--- src/rtl/vram_pkg.sv ---
// rtl/vram_pkg.sv - shared framebuffer geometry, types and fill FSM states
package vram_pkg;
    localparam int FB_WIDTH_C  = 320;
    localparam int FB_HEIGHT_C = 200;
    localparam int FB_SIZE_C   = 64000;
    localparam int ADDR_W      = 16;

    typedef logic [7:0]        rgb332_t;
    typedef logic [ADDR_W-1:0] vram_addr_t;

    typedef enum logic [1:0] {IDLE, SETUP, FILL, FINISH} fill_state_t;

    // y*320 as two shifts so the default geometry needs no multiplier
    function automatic vram_addr_t row_base_f(input logic [7:0] y);
        return (vram_addr_t'(y) << 8) + (vram_addr_t'(y) << 6);
    endfunction
endpackage

--- src/rtl/vram_rect_fill_if.sv ---
// rtl/vram_rect_fill_if.sv - command/status and framebuffer write port bundle
interface vram_rect_fill_if;
    import vram_pkg::*;

    logic       start;
    logic       abort;
    logic [8:0] rect_x;
    logic [7:0] rect_y;
    logic [8:0] rect_w;
    logic [7:0] rect_h;
    rgb332_t    colour;
    logic       busy;
    logic       done;
    logic       error;
    logic       vram_wr;
    vram_addr_t vram_addr;
    rgb332_t    vram_data;

    modport master (
        output start, abort, rect_x, rect_y, rect_w, rect_h, colour,
        input  busy, done, error, vram_wr, vram_addr, vram_data
    );

    modport slave (
        input  start, abort, rect_x, rect_y, rect_w, rect_h, colour,
        output busy, done, error, vram_wr, vram_addr, vram_data
    );
endinterface

--- src/rtl/vram_rect_walker.sv ---
// rtl/vram_rect_walker.sv - column/row counters and row base accumulator for the fill
module vram_rect_walker
    import vram_pkg::*;
#(
    parameter int FB_WIDTH = FB_WIDTH_C
) (
    input  logic       clk,
    input  logic       rst_n,
    input  logic       load_i,
    input  logic       step_i,
    input  logic       abort_i,
    input  logic [8:0] x_i,
    input  logic [8:0] w_i,
    input  logic [7:0] h_i,
    input  vram_addr_t row_base_i,
    output vram_addr_t addr_o,
    output logic       last_o
);
    logic [8:0] col_q, x_q, w_q;
    logic [7:0] row_q, h_q;
    vram_addr_t row_base_q;

    always_ff @(posedge clk or negedge rst_n) begin
        if (!rst_n) begin
            col_q      <= '0;
            row_q      <= '0;
            x_q        <= '0;
            w_q        <= '0;
            h_q        <= '0;
            row_base_q <= '0;
        end else if (load_i) begin
            col_q      <= '0;
            row_q      <= '0;
            x_q        <= x_i;
            w_q        <= w_i;
            h_q        <= h_i;
            row_base_q <= row_base_i;
        end else if (abort_i) begin
            col_q <= '0;
            row_q <= '0;
        end else if (step_i) begin
            // row wrap happens in the same cycle as the last column write
            if (col_q == w_q - 9'd1) begin
                col_q      <= '0;
                row_q      <= row_q + 8'd1;
                row_base_q <= row_base_q + vram_addr_t'(FB_WIDTH);
            end else begin
                col_q <= col_q + 9'd1;
            end
        end
    end

    assign addr_o = row_base_q + vram_addr_t'(x_q) + vram_addr_t'(col_q);
    assign last_o = (col_q == w_q - 9'd1) && (row_q == h_q - 8'd1);
endmodule

--- src/rtl/vram_rect_fill.sv ---
// rtl/vram_rect_fill.sv - rectangle fill engine; VRAM_RECT_FILL_CLIP_EN clips instead of rejecting
module vram_rect_fill
    import vram_pkg::*;
#(
    parameter int FB_WIDTH  = FB_WIDTH_C,
    parameter int FB_HEIGHT = FB_HEIGHT_C
) (
    input logic             cpu_clk,
    input logic             reset_n,
    vram_rect_fill_if.slave bus
);
    localparam logic [9:0] FB_W10 = 10'(FB_WIDTH);
    localparam logic [8:0] FB_H9  = 9'(FB_HEIGHT);

    fill_state_t state_q;
    logic [8:0]  x_q, w_q;
    logic [7:0]  y_q, h_q;
    rgb332_t     colour_q, data_q;
    logic        busy_q, done_q, error_q, err_q, wr_q;
    vram_addr_t  addr_q;

    logic [9:0]  x_end;
    logic [8:0]  y_end;
    logic [8:0]  w_eff;
    logic [7:0]  h_eff;
    logic        x_oob, y_oob, reject, empty;
    logic        walk_load, walk_step, walk_last;
    vram_addr_t  row_base, walk_addr;

    assign x_end = {1'b0, x_q} + {1'b0, w_q};
    assign y_end = {1'b0, y_q} + {1'b0, h_q};
    assign x_oob = {1'b0, x_q} >= FB_W10;
    assign y_oob = {1'b0, y_q} >= FB_H9;

`ifdef VRAM_RECT_FILL_CLIP_EN
    assign w_eff  = (x_end > FB_W10) ? 9'(FB_W10 - {1'b0, x_q}) : w_q;
    assign h_eff  = (y_end > FB_H9)  ? 8'(FB_H9 - {1'b0, y_q})  : h_q;
    assign reject = 1'b0;
    assign empty  = x_oob || y_oob || (w_eff == 9'd0) || (h_eff == 8'd0);
`else
    assign w_eff  = w_q;
    assign h_eff  = h_q;
    assign reject = x_oob || y_oob || (x_end > FB_W10) || (y_end > FB_H9);
    assign empty  = (w_q == 9'd0) || (h_q == 8'd0);
`endif

    assign row_base  = (FB_WIDTH == 320) ? row_base_f(y_q)
                                         : vram_addr_t'(int'(y_q) * FB_WIDTH);
    assign walk_load = (state_q == SETUP) && !bus.abort && !reject && !empty;
    assign walk_step = (state_q == FILL) && !bus.abort;

    vram_rect_walker #(.FB_WIDTH(FB_WIDTH)) u_walker (
        .clk        (cpu_clk),
        .rst_n      (reset_n),
        .load_i     (walk_load),
        .step_i     (walk_step),
        .abort_i    (bus.abort),
        .x_i        (x_q),
        .w_i        (w_eff),
        .h_i        (h_eff),
        .row_base_i (row_base),
        .addr_o     (walk_addr),
        .last_o     (walk_last)
    );

    // write port is registered, so it trails the FILL state by one cycle
    always_ff @(posedge cpu_clk or negedge reset_n) begin
        if (!reset_n) begin
            state_q  <= IDLE;
            x_q      <= '0;
            y_q      <= '0;
            w_q      <= '0;
            h_q      <= '0;
            colour_q <= '0;
            busy_q   <= 1'b0;
            done_q   <= 1'b0;
            error_q  <= 1'b0;
            err_q    <= 1'b0;
            wr_q     <= 1'b0;
            addr_q   <= '0;
            data_q   <= '0;
        end else begin
            done_q  <= 1'b0;
            error_q <= 1'b0;
            wr_q    <= 1'b0;
            case (state_q)
                IDLE: begin
                    if (bus.start) begin
                        x_q      <= bus.rect_x;
                        y_q      <= bus.rect_y;
                        w_q      <= bus.rect_w;
                        h_q      <= bus.rect_h;
                        colour_q <= bus.colour;
                        busy_q   <= 1'b1;
                        state_q  <= SETUP;
                    end
                end
                SETUP: begin
                    if (bus.abort) begin
                        err_q   <= 1'b0;
                        state_q <= FINISH;
                    end else if (reject || empty) begin
                        err_q   <= reject;
                        state_q <= FINISH;
                    end else begin
                        err_q   <= 1'b0;
                        state_q <= FILL;
                    end
                end
                FILL: begin
                    if (bus.abort) begin
                        state_q <= FINISH;
                    end else begin
                        wr_q   <= 1'b1;
                        addr_q <= walk_addr;
                        data_q <= colour_q;
                        if (walk_last) begin
                            state_q <= FINISH;
                        end
                    end
                end
                FINISH: begin
                    done_q  <= 1'b1;
                    error_q <= err_q;
                    busy_q  <= 1'b0;
                    state_q <= IDLE;
                end
                default: state_q <= IDLE;
            endcase
        end
    end

    assign bus.busy      = busy_q;
    assign bus.done      = done_q;
    assign bus.error     = error_q;
    assign bus.vram_wr   = wr_q;
    assign bus.vram_addr = addr_q;
    assign bus.vram_data = data_q;
endmodule
--- src/flat_wrapper.sv ---
// flat-port wrapper written by rule: the top's interface ports become plain ports
module vram_rect_fill_flat import vram_pkg::*;
#(
    parameter int FB_WIDTH  = FB_WIDTH_C,
    parameter int FB_HEIGHT = FB_HEIGHT_C
)
  (cpu_clk, reset_n, bus_start, bus_abort, bus_rect_x, bus_rect_y, bus_rect_w, bus_rect_h, bus_colour, bus_busy, bus_done, bus_error, bus_vram_wr, bus_vram_addr, bus_vram_data);
  vram_rect_fill_if bus_i ();
  input logic cpu_clk;
  input logic reset_n;
  input wire logic [$bits(bus_i.start)-1:0] bus_start;
  input wire logic [$bits(bus_i.abort)-1:0] bus_abort;
  input wire logic [$bits(bus_i.rect_x)-1:0] bus_rect_x;
  input wire logic [$bits(bus_i.rect_y)-1:0] bus_rect_y;
  input wire logic [$bits(bus_i.rect_w)-1:0] bus_rect_w;
  input wire logic [$bits(bus_i.rect_h)-1:0] bus_rect_h;
  input wire logic [$bits(bus_i.colour)-1:0] bus_colour;
  output wire logic [$bits(bus_i.busy)-1:0] bus_busy;
  output wire logic [$bits(bus_i.done)-1:0] bus_done;
  output wire logic [$bits(bus_i.error)-1:0] bus_error;
  output wire logic [$bits(bus_i.vram_wr)-1:0] bus_vram_wr;
  output wire logic [$bits(bus_i.vram_addr)-1:0] bus_vram_addr;
  output wire logic [$bits(bus_i.vram_data)-1:0] bus_vram_data;
  assign bus_i.start = bus_start;
  assign bus_i.abort = bus_abort;
  assign bus_i.rect_x = bus_rect_x;
  assign bus_i.rect_y = bus_rect_y;
  assign bus_i.rect_w = bus_rect_w;
  assign bus_i.rect_h = bus_rect_h;
  assign bus_i.colour = bus_colour;
  assign bus_busy = bus_i.busy;
  assign bus_done = bus_i.done;
  assign bus_error = bus_i.error;
  assign bus_vram_wr = bus_i.vram_wr;
  assign bus_vram_addr = bus_i.vram_addr;
  assign bus_vram_data = bus_i.vram_data;
  vram_rect_fill #(.FB_WIDTH(FB_WIDTH), .FB_HEIGHT(FB_HEIGHT)) u_core (.cpu_clk(cpu_clk), .reset_n(reset_n), .bus(bus_i));
endmodule
--- config.mk ---
export PLATFORM = sky130hd
export DESIGN_NAME = vram_rect_fill_flat
export DESIGN_NICKNAME = d
export VERILOG_FILES = /design/src/rtl/vram_pkg.sv /design/src/rtl/vram_rect_fill_if.sv /design/src/rtl/vram_rect_walker.sv /design/src/rtl/vram_rect_fill.sv /design/src/flat_wrapper.sv
export SDC_FILE = /design/constraint.sdc
export NUM_CORES = 1
export LEC_CHECK = 0
export CAP_MARGIN = 15
export CORE_MARGIN = 2
export CORE_UTILIZATION = 55
export CTS_BUF_LIST = sky130_fd_sc_hd__clkbuf_8
export DETAILED_ROUTE_END_ITERATION = 6
export MAX_ROUTING_LAYER = met4
export PLACE_DENSITY = 0.77
export SLEW_MARGIN = 15
export SYNTH_ARGS = -nofsm -noshare
export SYNTH_HDL_FRONTEND = slang
export SYNTH_SLANG_ARGS = --single-unit
--- constraint.sdc ---
create_clock -name cpu_clk -period 4.45 [get_ports cpu_clk]
set_clock_uncertainty 0.1 [all_clocks]
set_input_delay 0.6675 -clock cpu_clk [delete_from_list [all_inputs] [get_ports cpu_clk]]
set_output_delay 0.6675 -clock cpu_clk [all_outputs]
set_load 0.02 [all_outputs]
==> qor.yml <==
floorplan:
  core_um2: 13300
  start_util: 0.564
  die_w_um: 121
  rows: 42
  die_y_um: 121
  io_pins: 74
  die_area_um2: 14600
detailed_routing:
  num_vias: 5691
  wl_per_cell_um: 17.2
  wl_um: 16900
  drcViolationCount: 0
  drt_iter0_markers: 342
  ant_nets: 0
  drtPass1Iterations: 5
  via_per_inst: 5.78
synth:
  synthArstFlopShare: 1.00
  avgSynthCellArea_um2: 10.4
  syn_inst: 724
  synth-seq-area-share: 0.421
  synth_area_leader_cell: "dfrtp_1"
  synth_area_um2: 7500
  synth_nets: 824
  yosys.area_share.simple: 0.149
  synth_edf_count: 0
  synth_seq_cells: 126
  synthMuxAreaShare: 0.110
  synth_top_family_by_area: "simple AND/OR/NAND/NOR gates"
  netlist_top_cells_area: "dfrtp_1, ha_1, mux2_2"
  synth_top_area_frac: 0.421
  synth_compound_area_frac: 0.127
  synth_cell_types: 65
  synth_warnings: 0
  synth-adder-area-share: 0.0971
  synthXorXnorAreaFrac: 0.0619
  synth_top_flop_cell: "dfrtp_1"
clocking:
  post-cts-setup-buffers: 0
  cts-root-buf: "clkbuf_8"
  clkTransAtPathRegs_ns: 0.07
  htreeDepth: 4
  cts_resized: 0
  cts_hold_buffers: 0
  cts.sinks: 126
  cts_buffers: 17
  clock_path_buffers: 2
  clock_latency_ns: 0.44
  cts_tree: "built"
worst_setup_path:
  cp_top_family: "compound AO/OA/AOI/OAI gates"
  cp-start-kind: "register"
  slowest_delay_ns: 0.43
  critPathBufInv: 2
  critPathSlowestCell: "dfrtp_1"
  cp.arrival_ns: 3.95
  cp_max_fo: 20
  worstSetupEndpointType: "register"
  cp.required_ns: 4.66
  crit_type: "reg -> reg"
  crit_chain: "ha_1 -> fa_1 -> a211oi_1 -> o21bai_1 -> a21oi_1 -> xor2_1 -> a211oi_1 -> a211oi_2 -> buf_4 -> and2_2 -> buf_4 -> mux2_1"
grt:
  antenna_found_initial: 0
  grt_overflow: 0
  grt_pass1_vias: 5775
  grt_pass1_wl_um: 28100
  use_met3: 0.0434
  use_met2: 0.415
  grt_max_degree: 76
  grtUsageMet1: 0.314
  grt-busiest-layer: "met2"
  grt_use_total: 0.253
place:
  place_congestion: 0.939
  post-dp-hpwl_um: 12600
  portBuffers: 73
  place_area_um2: 8380
  place_inst: 953
timing:
  setup_viol: 0
  slew_headroom: 0.334
  hold_slack_ns: 0.271
  fin_tns_setup_ns: 0
  fmax_mhz: 268
  finalCriticalPeriod_ns: 3.73
  worst_pin_slew_ns: 0.996
  hold_violations: 0
  finalCritPeriodShare: 0.839
  finalMaxSlewViolations: 0
  rsz0062_at_grt: "no"
pwr:
  ir_worst_vdd_mv: 0.481
  clockPowerShare: 0.161
  p_leak_nw: 3.84
  p_comb_frac: 0.513
  power_density_nw_per_um2: 742
  p_sw_mw: 2.73
  cellInternalPower_mw: 3.80
  p_sw_frac: 0.418
  power_frac_seq: 0.326
cells_and_area:
  nets: 896
  num_antenna_cells: 0
  syn_to_final_growth_pct: 17.5
  layout_commonest_cell: "dfrtp_1"
  final_cell_mix: "dfrtp_1, clkdlybuf4s50_1, nand2_1"
  final_layout_size_suffix_gt1_frac: 0.126
  final_cells: 984
  final_cell_area_um2: 8800
run_status:
  status: "complete, no violations"
job:
  drv_cap: 0
worst_hold_path:
  hold_class: "in -> async"
==> cell families after synthesis <==
family | Yosys count
and+or+nand+nor | 211
AOI/OAI and AO/OA | 144
DFF | 126
muxes | 74
buffers and inverters | 62
adders and majority gates | 54
xor gates and xnor gates | 53
==> routing by layer <==
| metal | routed length [µm] | vias up |
|---|---|---|
| met4 | 390 | 0 |
| met5 | 0 | - |
| li1 | - | 2745 |
| met3 | 711 | 27 |
| met1 | 7500 | 2769 |
| met2 | 8340 | 150 |
==> path summary, 6_finish.rpt <==
path	from	endpoint	slack, ns	depth (start not counted)
max	u_core.y_q[0]	u_core.u_walker.h_q[2]	0.72	12
min	reset_n	u_core.colour_q[5]	0.27	1
max reg2reg	u_core.y_q[0]	u_core.u_walker.h_q[2]	0.72	12
min reg2reg	u_core.colour_q[5]	u_core.bus.vram_data[5]	0.37	2
max in group asynchronous	reset_n	u_core.u_walker.h_q[1]	3.01	2
min in group cpu_clk	u_core.colour_q[5]	u_core.bus.vram_data[5]	0.37	2
==> cells in the mapped netlist, types with 22 or more instances <==
master / instances
mux2_2: 44
inv_1: 35
dfrtp_1: 126
a21oi_1: 23
o21ai_0: 35
mux2_1: 23
nand2_1: 67
xnor2_1: 31
nor2_1: 28
xor2_1: 22
ha_1: 47
nor3_1: 28
==> area by class of cell <==
type	count	area [µm²]
Clock buffer	18	248
Clock inverter	13	173
Fill cell	1013	4490
Inverter	35	131
Multi-Input combinational cell	536	4090
Sequential cell	126	3150
Tap cell	176	220
Timing Repair Buffer	80	793
==> per-stage QoR <==
| step | util | total power, mW | worst slack [ns] |
|---|---|---|---|
| floorplan | - | 4.43 | 1.33 |
| global placement | 0.631 | 5.24 | 0.975 |
| detailed placement | 0.631 | 5.43 | 0.825 |
| CTS | 0.662 | 6.53 | 0.746 |
| global route | 0.662 | 6.99 | 0.541 |
| finish | 0.662 | 6.53 | 0.718 |
==> sequential cells by signal, summed over array words and instances, names as in the netlist, 2 cells and up <==
signal                      flops
u_core.u_walker.h_q             8
u_core.y_q                      8
u_core.u_walker.row_base_q     10
u_core.u_walker.x_q             9
u_core.bus.vram_data            8
u_core.u_walker.w_q             9
u_core.bus.vram_addr           16
u_core.w_eff                    9
u_core.state_q                  2
u_core.x_q                      9
u_core.h_eff                    8
u_core.u_walker.row_q           8
u_core.u_walker.col_q           9
u_core.colour_q                 8
==> power by group through the flow <==
stage	clock network [mW]	registers (mW)	logic, mW
after floorplan	0	2.08	2.35
after global placement	0	2.10	3.14
after detailed placement	0	2.14	3.29
after CTS	1.07	2.12	3.33
after global routing	1.12	2.19	3.68
final	1.05	2.13	3.35
(Power assumes the default switching activity.)
